[config.mk]
export PLATFORM = sky130hd
export DESIGN_NAME = wrr_pkt_sched
export DESIGN_NICKNAME = d
export VERILOG_FILES = /design/src/rtl/wrr_pkt_sched.sv
export SDC_FILE = /design/constraint.sdc
export NUM_CORES = 1
export LEC_CHECK = 0
export BUFFER_PORTS_ARGS = -buffer_cell sky130_fd_sc_hd__clkbuf_2
export CAP_MARGIN = 0
export CORE_ASPECT_RATIO = 0.6
export CORE_MARGIN = 2
export CORE_UTILIZATION = 44
export CTS_CLUSTER_SIZE = 16
export DETAILED_ROUTE_END_ITERATION = 8
export GPL_ROUTABILITY_DRIVEN = 0
export PLACE_DENSITY = 0.88
export SLEW_MARGIN = 20
export SYNTH_ARGS = -nofsm -noshare
export SYNTH_HDL_FRONTEND = slang
export SYNTH_SLANG_ARGS = --single-unit
[constraint.sdc]
create_clock -name clk_i -period 7.6 [get_ports clk_i]
set_input_delay 1.9 -clock clk_i [delete_from_list [all_inputs] [get_ports clk_i]]
set_output_delay 1.9 -clock clk_i [all_outputs]
set_load 0.1 [all_outputs]
[src/rtl/wrr_pkt_sched.sv]
// Weighted round-robin packet scheduler: multiplexes NumIn valid/ready sources onto one stream,
// granting whole packets and allowing each source up to max(wgt,1) packets per turn.
module wrr_pkt_sched #(
  parameter int unsigned NumIn     = 4,
  parameter int unsigned DataWidth = 32,
  parameter int unsigned WgtWidth  = 4,
  parameter int unsigned IdxWidth  = $clog2(NumIn)
) (
  input  logic                           clk_i,
  input  logic                           rst_ni,
  input  logic                           flush_i,
  input  logic [NumIn-1:0]               req_i,
  input  logic [NumIn-1:0]               last_i,
  input  logic [NumIn*DataWidth-1:0]     data_i,
  input  logic [NumIn*WgtWidth-1:0]      wgt_i,
  output logic [NumIn-1:0]               gnt_o,
  output logic                           req_o,
  output logic                           last_o,
  output logic [DataWidth-1:0]           data_o,
  output logic [IdxWidth-1:0]            idx_o,
  input  logic                           gnt_i,
  output logic                           busy_o
);

  typedef enum logic [1:0] {
    IDLE,
    TURN,
    PKT
  } state_e;

  state_e               state_q, state_d;
  logic [IdxWidth-1:0]  cur_q, cur_d;
  logic [IdxWidth-1:0]  ptr_q, ptr_d;
  logic [WgtWidth-1:0]  cnt_q, cnt_d;

  logic [IdxWidth-1:0]  start, cand, pos;
  logic [IdxWidth:0]    sum;
  logic                 found;
  logic [WgtWidth-1:0]  wgt_sel, eff, left;
  logic                 new_turn, acc;

  // Circular search from start; a locked packet pins the candidate to its owner.
  always_comb begin
    start = (state_q == IDLE) ? ptr_q : cur_q;
    cand  = start;
    found = 1'b0;
    sum   = '0;
    pos   = '0;
    if (state_q != PKT) begin
      for (int unsigned k = 0; k < NumIn; k++) begin
        sum = {1'b0, start} + (IdxWidth+1)'(k);
        if (sum >= (IdxWidth+1)'(NumIn)) sum = sum - (IdxWidth+1)'(NumIn);
        pos = sum[IdxWidth-1:0];
        if (!found && req_i[pos]) begin
          cand  = pos;
          found = 1'b1;
        end
      end
    end
  end

  always_comb begin
    req_o   = rst_ni & req_i[cand];
    last_o  = last_i[cand];
    data_o  = data_i[int'(cand)*DataWidth +: DataWidth];
    idx_o   = cand;
    wgt_sel = wgt_i[int'(cand)*WgtWidth +: WgtWidth];
    gnt_o   = '0;
    if (rst_ni) gnt_o[cand] = gnt_i;
  end

  assign acc      = req_o & gnt_i;
  assign new_turn = (state_q == IDLE) || (state_q == TURN && cand != cur_q);
  assign eff      = new_turn ? ((wgt_sel == '0) ? WgtWidth'(1) : wgt_sel) : cnt_q;
  assign left     = eff - WgtWidth'(1);
  assign busy_o   = (state_q != IDLE);

  always_comb begin
    state_d = state_q;
    cur_d   = cur_q;
    cnt_d   = cnt_q;
    ptr_d   = ptr_q;
    if (acc && last_o) begin
      cur_d = cand;
      if (left == '0) begin
        state_d = IDLE;
        ptr_d   = (cand == IdxWidth'(NumIn - 1)) ? '0 : cand + 1'b1;
      end else begin
        cnt_d   = left;
        state_d = TURN;
      end
    end else if (acc && state_q != PKT) begin
      cur_d   = cand;
      cnt_d   = eff;
      state_d = PKT;
    end
  end

  always_ff @(posedge clk_i) begin
    if (!rst_ni || flush_i) begin
      state_q <= IDLE;
      cur_q   <= '0;
      cnt_q   <= '0;
      ptr_q   <= '0;
    end else begin
      state_q <= state_d;
      cur_q   <= cur_d;
      cnt_q   <= cnt_d;
      ptr_q   <= ptr_d;
    end
  end

  a_gnt_onehot : assert property (@(posedge clk_i) disable iff (!rst_ni) $onehot0(gnt_o));
  a_gnt_needs_ready : assert property (@(posedge clk_i) disable iff (!rst_ni) (|gnt_o) |-> gnt_i);
  a_pkt_idx_stable : assert property (@(posedge clk_i) disable iff (!rst_ni)
    (state_q == PKT && !flush_i && !(acc && last_o)) |=> (idx_o == $past(idx_o)));

endmodule

==> results of run 1 <==
## state kept, by name, indices dropped and copies added, names as in the netlist
| name | cells |
|---|---|
| ptr_q | 2 |
| cur_q | 2 |
| state_q | 2 |
| cnt_q | 4 |
## where the power goes
part / internal, mW / switching, mW
Clock: 0.0457 / 0.0230
Sequential: 0.0538 / 0.00270
Combinational: 0.116 / 0.302
Total: 0.215 / 0.328
## final cells by class
class                           instances  area share
Clock buffer                            4      0.0147
Sequential cell                        10      0.0535
Tap cell                               80      0.0267
Multi-Input combinational cell        297       0.622
Timing Repair Buffer                  200       0.273
Inverter                                9     0.00936
## synth_stat cells (2+ instances only)
library cell	count
a221o_1	2
nor3_1	2
nor3_2	3
xnor2_1	2
a31oi_1	3
dfxtp_1	10
o211a_1	4
buf_1	5
nand3b_1	2
nand4b_1	2
o2111ai_1	2
and2_1	2
nand3_1	8
a211o_1	3
or4_1	2
o31ai_1	3
nor3b_1	3
nand2_1	17
nand2b_1	3
o21a_1	3
o211ai_1	3
mux2i_1	49
a211oi_1	7
buf_2	5
a32oi_1	2
a2bb2oi_1	3
o21ai_0	9
a21oi_1	40
inv_1	8
ha_1	6
mux2_2	33
nor2_1	48
clkbuf_1	12
nor2b_1	4
and3_1	5
## stage by stage
stage	instance area, um^2	util	hold WS [ps]
after floorplan	2660	-	460
after global placement	3690	0.662	472
after detailed placement	3690	0.662	491
after CTS	3740	0.672	495
after global routing	3740	0.672	516
final	3740	0.672	496
## tightest hold or removal path: cells and delay by family (launching register included)
family	cells	cell delay, ps
AOI/OAI and AO/OA	1	50
DFF	1	330
and+or+nand+nor	1	60
## worst max-delay path by stage
stage,start,end,slack (ps),depth (start not counted)
final,req_i[1],data_o[2],850,11
after global routing,req_i[3],data_o[20],640,11
after CTS,req_i[1],data_o[28],900,11
after detailed placement,req_i[1],data_o[28],900,11
after global placement,req_i[1],data_o[28],1020,11
after floorplan,req_i[1],last_o,290,9
## cell families after synthesis
group / count (synthesis) / synth area share
compound gates: 97 / 0.269
xor+xnor: 3 / 0.0133
fa+ha+maj: 6 / 0.0296
buf+inv: 33 / 0.0532
flops: 10 / 0.0789
mux: 82 / 0.340
simple gates: 109 / 0.216
## metal layers
layer / up-vias / wire length, um
li1: 1631 / -
met2: 213 / 4780
met4: 0 / 444
met1: 1546 / 3920
met3: 49 / 1090
met5: - / 0
==> results_dict.tcl, run 1 <==
set metrics [dict create \
    cts_setup_buffers 0 \
    critPathArrivalTime_ps 4850 \
    synthFlopType "dfxtp_1" \
    ff2ff_setup_slack_ps 2910 \
    drive_gt1_frac 0.554 \
    placed_cells 596 \
    clock.fmax_ghz 0.148 \
    die_x_um 102 \
    required_ps 5700 \
    fin_cells 600 \
    min_period_ps 6750 \
    nets 683 \
    power.total_uw 543 \
    syn2layout_area_growth_pct 47.5 \
    synth_enable_flop_cells 0 \
    synth-seq-cells 10 \
    cts_buffer_depth 2 \
    antenna_cells 0 \
    synth_nets 502 \
    die_y_um 62.8 \
    grt_pass1_vias 3048 \
    cts_hold_buf 0 \
    drv_slew 0 \
    overflow 0 \
    peakVddDrop_v 0.000120 \
    fill_cells 456 \
    critPathMaxFanout 27 \
    slew_headroom 0.621 \
    place_hpwl_um 8700 \
    netlist_instances 340 \
    htreeDepth 1 \
    synth_top_area_share 0.193 \
    tightest_slew_ps 568 \
    finalCritPeriodShare 0.888 \
    grt_busiest_layer "met2" \
    multi_input_area_um2 2330 \
    vias 3439 \
    grt_start_max_net_pins 38 \
    netlist_top_cells_area "mux2i_1 19%, mux2_2 15%, a21oi_1 7.9%" \
    reg2reg_depth 15 \
    dpl_worst_slack_ps 904 \
    power_density_nw_per_um2 145 \
    grtUsageTotal 0.294 \
    drt_first_pass_iters 6 \
    worst_hold_path.endpoint "cnt_q[3]$_SDFFE_PP0P_" \
    cts-root-buf "clkbuf_8" \
    via_per_inst 5.73 \
    drc 0 \
    start_kind "primary input" \
    grt_pass1_wl_um 14900 \
    slowest_stage "buf_4" \
    hold_viol 0 \
    min_from "cnt_q[3]$_SDFFE_PP0P_" \
    numCtsBuffers 3 \
    skew_ps 4.37 \
    r2r-start "state_q[1]$_SDFFE_PP0P_" \
    ios 197 \
    cts_resized 0 \
    synthArstFlopShare 0 \
    placement_rows 21 \
    final_cell_mix "196 x clkbuf_2, 49 x mux2i_1, 48 x nor2_1, 33 x mux2_2, 32 x a21oi_2" \
    regArea_um2 200 \
    rsz0062_at_grt "no" \
    antenna_found_initial 0 \
    clk_pin_slew_ps 50 \
    cp-end-kind "primary output" \
    cts_tree "yes" \
    synth_area_um2 2540 \
    die-area_um2 6410 \
    drt-total-wl_um 10200 \
    cpPeakStageDelay_ps 430 \
    ys_warn_count 0 \
    status "finished clean" \
    route.detailed.wl_per_inst_um 17.1 \
    core_region_area_um2 5570 \
    gr-usage-met3 0.0861 \
    whs_path_depth 2 \
    crit_type "in -> out" \
    grt_util_met1 0.354 \
    reg2reg_to "ptr_q[0]$_SDFFE_PP0P_" \
    clock_sinks 10 \
    setup_tns_ps 0 \
    cp_common_cell "clkbuf_2" \
    syn_avg_cell_area_um2 7.47 \
    hp-class "reg -> reg" \
    grt_util_met2 0.487 \
    initial_core_util 0.456 \
    critPathBufInv 4 \
    insertion_delay_ps 240 \
    drtAntennaViolNets 0 \
    path_cells "clkbuf_2, or2_2, a221o_1, o211ai_2, nand2_2, clkinv_2, buf_4, mux2_2, nor2_1, a21oi_2, clkbuf_2" \
    setup_viol_count_final 0 \
    maxCapViolations 0 \
    layout_commonest_cell "clkbuf_2" \
    critical_path.top_delay_family "buffers and inverters" \
    ys_types 60 \
    yosysTopAreaCell "mux2i_1" \
    port_buffers 196 \
    drtIter0Drc 302 \
    seq_area_frac_synth 0.0789 \
    p_leak_nw 1.99 \
    fin_ws_ps 849 \
]
(Power assumes the default switching activity.)
==> run 2, diff against run 1 <==
--- a/config.mk
+++ b/config.mk
@@ -5,16 +5,16 @@
 export SDC_FILE = /design/constraint.sdc
 export NUM_CORES = 1
 export LEC_CHECK = 0
+export ABC_AREA = 1
 export BUFFER_PORTS_ARGS = -buffer_cell sky130_fd_sc_hd__clkbuf_2
 export CAP_MARGIN = 0
 export CORE_ASPECT_RATIO = 0.6
 export CORE_MARGIN = 2
-export CORE_UTILIZATION = 44
+export CORE_UTILIZATION = 43
 export CTS_CLUSTER_SIZE = 16
 export DETAILED_ROUTE_END_ITERATION = 8
 export GPL_ROUTABILITY_DRIVEN = 0
 export PLACE_DENSITY = 0.88
-export SLEW_MARGIN = 20
 export SYNTH_ARGS = -nofsm -noshare
 export SYNTH_HDL_FRONTEND = slang
 export SYNTH_SLANG_ARGS = --single-unit
==> results_dict.tcl, run 2 <==
set metrics [dict create \
    overflow 0 \
    start_kind "primary input" \
    synth_area_um2 2360 \
    grt_pass1_vias 3220 \
    required_ps 5700 \
    r2r-start "state_q[0]$_SDFFE_PP0P_" \
    whs_path_depth 2 \
    slew_headroom 0.451 \
    clock.fmax_ghz 0.153 \
    critPathMaxFanout 47 \
    yosysTopAreaCell "o21ai_0" \
    syn2layout_area_growth_pct 46.2 \
    largest_register_ff_count 4 \
    synth_top_family_by_area "simple AND/OR/NAND/NOR gates" \
    synthFlopType "dfxtp_1" \
    finalCritPeriodShare 0.859 \
    cts_hold_buf 0 \
    fin_ws_ps 1070 \
    seq_area_frac_synth 0.0848 \
    drt_first_pass_iters 5 \
    cts_buffer_depth 2 \
    power_density_nw_per_um2 371 \
    synth_top_area_share 0.151 \
    setup.worst_path.start "req_i[1]" \
    final_cell_mix "196 x clkbuf_2, 86 x nand2_1, 86 x nor2_1, 71 x o21ai_0, 32 x nand3_1" \
    netlist_top_cells_count "88 x nor2_1, 86 x nand2_1, 71 x o21ai_0, 33 x o22ai_1, 32 x nand3_1" \
    synth-seq-cells 10 \
    crit_type "in -> out" \
    drtAntennaViolNets 0 \
    yosys.area_share.simple 0.505 \
    hp-class "reg -> reg" \
    setup_tns_ps 0 \
    initial_core_util 0.456 \
    vias 3703 \
    synth_xor_area_frac 0.00371 \
    reg2reg_to "cnt_q[1]$_SDFFE_PP0P_" \
    ff2ff_setup_slack_ps 3500 \
    maxCapViolations 0 \
    clock_sinks 10 \
    dpl_worst_slack_ps 1160 \
    synthMuxAreaShare 0 \
    placement_rows 20 \
    synth-adder-area-share 0.0318 \
    cp-end-kind "primary output" \
    drt-total-wl_um 9840 \
    antenna_found_initial 0 \
    grt_start_max_net_pins 48 \
    drv_slew 0 \
    slowest_stage "buf_4" \
    numCtsBuffers 3 \
    synthArstFlopShare 0 \
    netlist_instances 441 \
    skew_ps 0.725 \
    layout_commonest_cell "clkbuf_2" \
    min_period_ps 6530 \
    cts_resized 0 \
    grtUsageTotal 0.313 \
    grt_pass1_wl_um 15100 \
    critPathArrivalTime_ps 4630 \
    core_region_area_um2 5180 \
    synth_enable_flop_cells 0 \
    drive_gt1_frac 0.431 \
    synth_nets 603 \
    drtIter0Drc 257 \
    nets 783 \
    syn_avg_cell_area_um2 5.35 \
    insertion_delay_ps 230 \
    path_cells "clkbuf_2, inv_1, nand2_2, nand3_1, nand2_1, nor2_2, nand2_2, nand2_4, nand3_4, nand2_4, buf_4, o21ai_1, o22ai_1, nor2_1, clkbuf_2" \
    rsz0062_at_grt "no" \
    drc 0 \
    place_hpwl_um 7980 \
    ys_warn_count 0 \
    port_buffers 196 \
    cpPeakStageDelay_ps 450 \
    route.detailed.wl_per_inst_um 14.3 \
    via_per_inst 5.40 \
    synth_compound_area_frac 0.274 \
    synth.most_common_cell "nor2_1" \
    cts-root-buf "clkbuf_8" \
    status "finished clean" \
    setup_viol_count_final 0 \
    p_leak_nw 1.88 \
    htreeDepth 1 \
    hold_viol 0 \
    tightest_slew_ps 820 \
    cts_tree "yes" \
    cts_setup_buffers 0 \
    fill_cells 501 \
    ios 197 \
    endpoint "req_o" \
    ys_types 28 \
    die_x_um 99.6 \
    antenna_cells 0 \
    netlist_top_cells_area "o21ai_0 15%, nor2_1 14%, nand2_1 14%" \
    die-area_um2 6120 \
    clk_pin_slew_ps 50 \
    reg2reg_depth 27 \
    die_y_um 61.4 \
    peakVddDrop_v 0.000274 \
    top_register "cnt_q" \
]
run 2: cell count changes in the layout (fill, tap and decap cells not counted), moves of 6 or more:
cell      before  now
nand2_1       17   86
o21ai_0        9   71
mux2i_1       49    0
nor2_1        48   86
mux2_2        33    0
a21oi_2       32    0
nand3_1        8   32
o22ai_1        0   24
nand2_2        1   23
inv_1          8   26
o22ai_2        0   10
nand2_4        0    7
a211oi_1       7    1
inv_2          0    6
run 2: worst min-delay path by stage:
stage,startpoint,end,slack [ps]
finish,cnt_q[0]$_SDFFE_PP0P_,cnt_q[0]$_SDFFE_PP0P_,490
global route,cnt_q[0]$_SDFFE_PP0P_,cnt_q[0]$_SDFFE_PP0P_,540
CTS,cnt_q[0]$_SDFFE_PP0P_,cnt_q[0]$_SDFFE_PP0P_,490
detailed placement,cnt_q[0]$_SDFFE_PP0P_,cnt_q[0]$_SDFFE_PP0P_,480
global placement,cnt_q[0]$_SDFFE_PP0P_,cnt_q[0]$_SDFFE_PP0P_,460
floorplan,cnt_q[0]$_SDFFE_PP0P_,cnt_q[0]$_SDFFE_PP0P_,450
run 2: stage by stage:
| step | area [um^2] | cells | utilization | power, mW | hold slack, ps |
|---|---|---|---|---|---|
| finish | 3450 | 686 | 0.666 | 1.28 | 488 |
| global route | 3450 | 686 | 0.666 | 1.35 | 538 |
| CTS | 3450 | 686 | 0.666 | 1.28 | 489 |
| detailed placement | 3390 | 682 | 0.655 | 1.21 | 475 |
| global placement | 3390 | 682 | 0.655 | 1.20 | 464 |
| floorplan | 2420 | 441 | - | 1.02 | 452 |
run 2: cell families (layout without fill, tap and decap cells):
group	Yosys count	in the layout
AND/OR/NAND/NOR	251	251
XOR/XNOR	1	1
AO/OA/AOI/OAI	116	116
buffers and inverters	57	236
adder cells (fa/ha/maj)	6	6
flip-flops	10	10
run 2: cell type report:
type	instances	area (um^2)	share of cell area
clock buffers	4	55.1	0.0160
inverters	33	125	0.0363
multi-input cells	374	1980	0.575
flip-flops and latches	10	200	0.0580
well taps	66	82.6	0.0239
repair buffers	199	1000	0.291
run 2: report_power, final:
part	internal [mW]	switching (mW)	total (mW)
sequential	0.0565	0.00378	0.0603
combinational	0.220	0.933	1.15
clock	0.0456	0.0212	0.0667
total	0.322	0.958	1.28
run 2: routing by layer:
metal	share of wire	vias up	GRT usage	wire [um]
met2	0.48	172	0.546	4750
met3	0.065	20	0.0306	639
li1	-	1825	-	-
met5	0	-	0	0
met1	0.42	1686	0.411	4180
met4	0.027	0	0.125	268
run 2: critical path: cells and delay by family:
family / cells / cell delay, ps
AOI/OAI and AO/OA: 2 / 560
buffers and inverters: 4 / 1030
and+or+nand+nor: 9 / 1090
